--- src/rtl/buffer_reader.sv ---
// buffer_reader: a DEPTH-entry word FIFO with a registered request/acknowledge
// read port. The entry currently offered on DataO is held outside the queue, so
// Count, Full and Empty describe only the words still waiting behind it.
//
// Optional build macro: BUFFER_READER_PARITY_EN adds the ParityO output.
//
// Ports:
//   ref_clk   in   clock; all state changes on the rising edge
//   rst_n     in   asynchronous active-low reset
//   WE        in   producer push strobe
//   DataI     in   [31:0] producer data
//   Flush     in   synchronous discard of queued and in-flight data
//   MemAck    in   consumer acknowledge of the current request
//   MemReq    out  registered request valid
//   DataO     out  [31:0] registered request data, stable while MemReq=1
//   Full      out  queue holds DEPTH entries
//   Empty     out  queue holds no entries
//   Count     out  [$clog2(DEPTH):0] queued entries, excluding DataO
//   Overflow  out  sticky: a push was dropped while Full
//   ParityO   out  XOR of DataO (BUFFER_READER_PARITY_EN only)
module buffer_reader #(
  parameter int unsigned DEPTH = 4
) (
  input  logic                       ref_clk,
  input  logic                       rst_n,
  input  logic                       WE,
  input  logic [31:0]                DataI,
  input  logic                       Flush,
  input  logic                       MemAck,
  output logic                       MemReq,
  output logic [31:0]                DataO,
  output logic                       Full,
  output logic                       Empty,
  output logic [$clog2(DEPTH):0]     Count,
  output logic                       Overflow
`ifdef BUFFER_READER_PARITY_EN
  ,
  output logic                       ParityO
`endif
);

  localparam int unsigned PTR_W  = $clog2(DEPTH);
  localparam int unsigned CNT_W  = PTR_W + 1;
  localparam int unsigned DATA_W = 32;

  typedef enum logic {
    IDLE = 1'b0,
    REQ  = 1'b1
  } state_e;

  state_e              state_q, state_d;
  logic [DATA_W-1:0]   mem_q [DEPTH];
  logic [PTR_W-1:0]    head_q, head_d;
  logic [PTR_W-1:0]    tail_q, tail_d;
  logic [CNT_W-1:0]    count_q, count_d;
  logic [DATA_W-1:0]   data_q, data_d;
  logic                req_q, req_d;
  logic                full_q, empty_q;
  logic                ovf_q, ovf_d;
  logic                push, pop;
`ifdef BUFFER_READER_PARITY_EN
  logic                parity_q;
`endif

  // Next-state, pointer and count logic
  always_comb begin
    state_d = state_q;
    head_d  = head_q;
    tail_d  = tail_q;
    count_d = count_q;
    data_d  = data_q;
    ovf_d   = ovf_q;
    push    = 1'b0;
    pop     = 1'b0;

    if (Flush) begin
      // Flush wins over WE and MemAck; DataO keeps its last value but is no longer requested
      state_d = IDLE;
      head_d  = '0;
      tail_d  = '0;
      count_d = '0;
    end else begin
      // A pop this cycle never frees room for a push: acceptance uses the registered Full
      push = WE && !full_q;
      if (WE && full_q) begin
        ovf_d = 1'b1;
      end

      unique case (state_q)
        IDLE: pop = (count_q != '0);
        REQ: begin
          if (MemAck) begin
            if (count_q != '0) begin
              pop = 1'b1;
            end else begin
              state_d = IDLE;
            end
          end
        end
        default: ;
      endcase

      if (pop) begin
        data_d  = mem_q[head_q];
        head_d  = head_q + PTR_W'(1);
        state_d = REQ;
      end
      if (push) begin
        tail_d = tail_q + PTR_W'(1);
      end
      count_d = count_q + CNT_W'(push) - CNT_W'(pop);
    end

    req_d = (state_d == REQ);
  end

  // State and output registers
  always_ff @(posedge ref_clk or negedge rst_n) begin
    if (!rst_n) begin
      state_q  <= IDLE;
      head_q   <= '0;
      tail_q   <= '0;
      count_q  <= '0;
      data_q   <= '0;
      req_q    <= 1'b0;
      full_q   <= 1'b0;
      empty_q  <= 1'b1;
      ovf_q    <= 1'b0;
`ifdef BUFFER_READER_PARITY_EN
      parity_q <= 1'b0;
`endif
    end else begin
      state_q  <= state_d;
      head_q   <= head_d;
      tail_q   <= tail_d;
      count_q  <= count_d;
      data_q   <= data_d;
      req_q    <= req_d;
      full_q   <= (count_d == CNT_W'(DEPTH));
      empty_q  <= (count_d == '0);
      ovf_q    <= ovf_d;
`ifdef BUFFER_READER_PARITY_EN
      parity_q <= ^data_d;
`endif
    end
  end

  // Storage array; contents are meaningless outside head..tail so no reset
  always_ff @(posedge ref_clk) begin
    if (push) begin
      mem_q[tail_q] <= DataI;
    end
  end

  assign MemReq   = req_q;
  assign DataO    = data_q;
  assign Full     = full_q;
  assign Empty    = empty_q;
  assign Count    = count_q;
  assign Overflow = ovf_q;
`ifdef BUFFER_READER_PARITY_EN
  assign ParityO  = parity_q;
`endif

endmodule

--- config.mk ---
export PLATFORM = sky130hd
export DESIGN_NAME = buffer_reader
export DESIGN_NICKNAME = d
export VERILOG_FILES = /design/src/rtl/buffer_reader.sv
export SDC_FILE = /design/constraint.sdc
export NUM_CORES = 1
export LEC_CHECK = 0
export ABC_AREA = 1
export ABC_CLOCK_PERIOD_IN_PS = 2300
export CAP_MARGIN = 40
export CORE_ASPECT_RATIO = 0.8
export CORE_MARGIN = 2
export CORE_UTILIZATION = 51
export CTS_CLUSTER_SIZE = 30
export DETAILED_ROUTE_END_ITERATION = 7
export PLACE_DENSITY = 0.76
export REMOVE_ABC_BUFFERS = 1
export SKIP_CTS_REPAIR_TIMING = 1
export SLEW_MARGIN = 20
export SYNTH_ARGS = -nofsm -noshare
export SYNTH_HDL_FRONTEND = slang
export SYNTH_SLANG_ARGS = --single-unit
--- constraint.sdc ---
create_clock -name ref_clk -period 2.3 [get_ports ref_clk]
set_input_delay 0.46 -clock ref_clk [delete_from_list [all_inputs] [get_ports ref_clk]]
set_output_delay 0.46 -clock ref_clk [all_outputs]
set_load 0.1 [all_outputs]
==> results.ini, run 1 <==
[run_status]
status=completed

[sta]
setup_tns_ns=0
rsz0062_at_grt=false
hold_slack_ns=0.00004241
period_needed_ns=2.056
fin_skew_ns=0.008565
hold_violations=0
max_slew_margin=0.5177
period_share=0.8939
tightestPinTransition_ns=0.7234
setup_viol=0
drv_slew=0
fmax_mhz=486.4

[logic_synthesis]
ys_warn_count=0
synth_area_sq_um=7238
ys.flop_type=edfxtp_1
async_flop_share=0.2515
syn_area_per_cell_sq_um=10.14
synth_cell_type_count=24
ys_ff_latch=171
synth_edf_count=128
syn_inst=714
ys_seq_area_frac=0.6799

[worst_setup_path]
worstReg2RegEnd=Full
crit_family=adder cells
r2r-start=Count[1]
rrSetupSlack_ns=0.24
cp_max_fo=5
crit_arrival_ns=2.36
start_kind=flop
crit_buf_inv=1
worstRegToRegCells=9
max_stage_delay_ns=0.46
path_class=reg2reg
cp.required_ns=2.61
worst_setup_path_end_kind=flop
crit_chain=nor2_2 > nand2_2 > nand2_1 > xnor2_1 > ha_1 > inv_1 > fa_1 > a21oi_1 > nor2_1
crit_path_top_delay_cell=fa_1

[floorplanning]
core_sq_um=13690
std_cell_rows=38
die_h_microns=110.6
pin_count=76
die_w_microns=137.2
die_area_sq_um=15170
initial_core_util=0.5286

[pwr]
vdd_drop_max_v=0.0009446
p_leak_uw=0.004148
power.density_nw_per_um2=1399

[route]
wirelength_microns=15010
routed.top_layer=met4
met3_length_microns=1300
met1Wirelength_microns=6544
drt-pass1-iter-count=5
antenna_left=0
drtIter0Drc=519
route.met2.wl_microns=6986
via_count=4920
wl_per_cell_microns=15.06
routed_via_density=4.935
drc=0

[placed_design]
port_buffers=75
gp_congestion=0.7831
place_hpwl_microns=9313
placed_cell_area_sq_um=8199

[clock_tree]
cts_buffers=17
cts_root_buf=clkbuf_16
cts_htree_levels=4
clk_latency_ns=0.43
clock-sinks=171
clock_path_buffers=2
tritoncts=yes
clk_pin_slew_ns=0.06

[final_layout]
area_delta_synth_final_pct=21.19
fill_cells=1049
fin_nets=847
fin_area_sq_um=8772
diodes=0
drive_gt1_frac=0.1310

[global_route]
gr-usage-all-layers=0.2097
grt_pass1_vias=4805
grt_pass1_wl_microns=24160
grt_antenna_before_repair=0
grt_max_degree=66
grt.overflow.total=0

[worst_hold_path]
hp-class=in2async

[flow_run]
max-cap-violations=0

## Yosys cell counts (2+ instances only)
cell        n  area [sq um]
nand2_1   271          1017
inv_1     139         521.8
edfxtp_1  128          3844
nand3_1    69         345.3
dfrtp_1    42          1051
nor2_1     13         48.80
buf_2      12         60.06
buf_4       8         60.06
buf_6       6         67.56
inv_2       6         22.52
ha_1        5         62.56
a21oi_1     2         10.01
nor2_2      2         12.51
## cells in the final DEF, fill, tap and decap left out, types with 5 or more instances in the layout
cell type        count
nor2_1               9
clkdlybuf4s50_1     35
clkbuf_16           17
buf_12               6
dfrtp_1             41
edfxtp_1           128
nand2_1            271
buf_4               56
nand3_1             69
ha_1                 5
inv_1              139
inv_2                6
## worst max path at each step
stage                        start          end  slack [ns]  depth (start not counted)
after floorplan               Full  mem_q[0][0]       -0.71                          3
after global placement      MemAck         Full       -0.05                         10
after detailed placement    MemAck         Full       -0.10                         10
after CTS                 Count[1]         Full        0.26                          9
after global routing      Count[1]         Full        0.09                          9
final                     Count[1]         Full        0.24                          9
## routing by layer
| layer | vias up | track usage |
|---|---|---|
| met5 | - | 0 |
| met4 | 0 | 0.06735 |
| met3 | 23 | 0.06520 |
| met2 | 193 | 0.3154 |
| met1 | 2317 | 0.2920 |
| li1 | 2387 | - |
## cell families after synthesis
logic type / synth area share
adder cells (fa/ha/maj): 0.01141
XOR/XNOR: 0.002420
buffers and inverters: 0.1022
AO/OA/AOI/OAI: 0.003284
flip-flops: 0.6799
AND/OR/NAND/NOR: 0.2009
## registers in the layout, indices dropped and copies added, names as in the netlist
signal	count
Count	3
Overflow	1
MemReq	1
head_q	2
Full	1
mem_q	128
DataO	32
Empty	1
tail_q	2
## layout make-up
type	count	area, sq um	area share
multi-input cells	370	1608	0.1833
clock inverters	8	91.34	0.01041
inverters	146	548.0	0.06247
flip-flops and latches	171	4922	0.5611
repair buffers	98	895.9	0.1021
well taps	180	225.2	0.02567
clock buffers	24	481.7	0.05491
## through the flow
step	worst slack [ns]	cells	power [uW]	util
2_1_floorplan	-0.7132	687	8063	-
3_3_place_gp	-0.05124	965	9408	0.5988
3_5_place_dp	-0.1010	965	9531	0.5988
4_1_cts	0.2571	997	12340	0.6406
5_1_grt	0.09047	997	12870	0.6406
6_report	0.2441	997	12270	0.6406
## where the power goes
part | internal, uW | switching (uW)
clock network | 1670 | 1100
registers | 3800 | 235
logic | 1260 | 4200
Note: power is estimated with default switching activity, not from simulation.
==> run 2, diff against run 1 <==
--- a/config.mk
+++ b/config.mk
@@ -13,6 +13,7 @@
 export CORE_UTILIZATION = 51
 export CTS_CLUSTER_SIZE = 30
 export DETAILED_ROUTE_END_ITERATION = 7
+export GPL_ROUTABILITY_DRIVEN = 0
 export PLACE_DENSITY = 0.76
 export REMOVE_ABC_BUFFERS = 1
 export SKIP_CTS_REPAIR_TIMING = 1
==> results of run 2 <==
Final layout, timing and power as in run 1 (identical DEF).
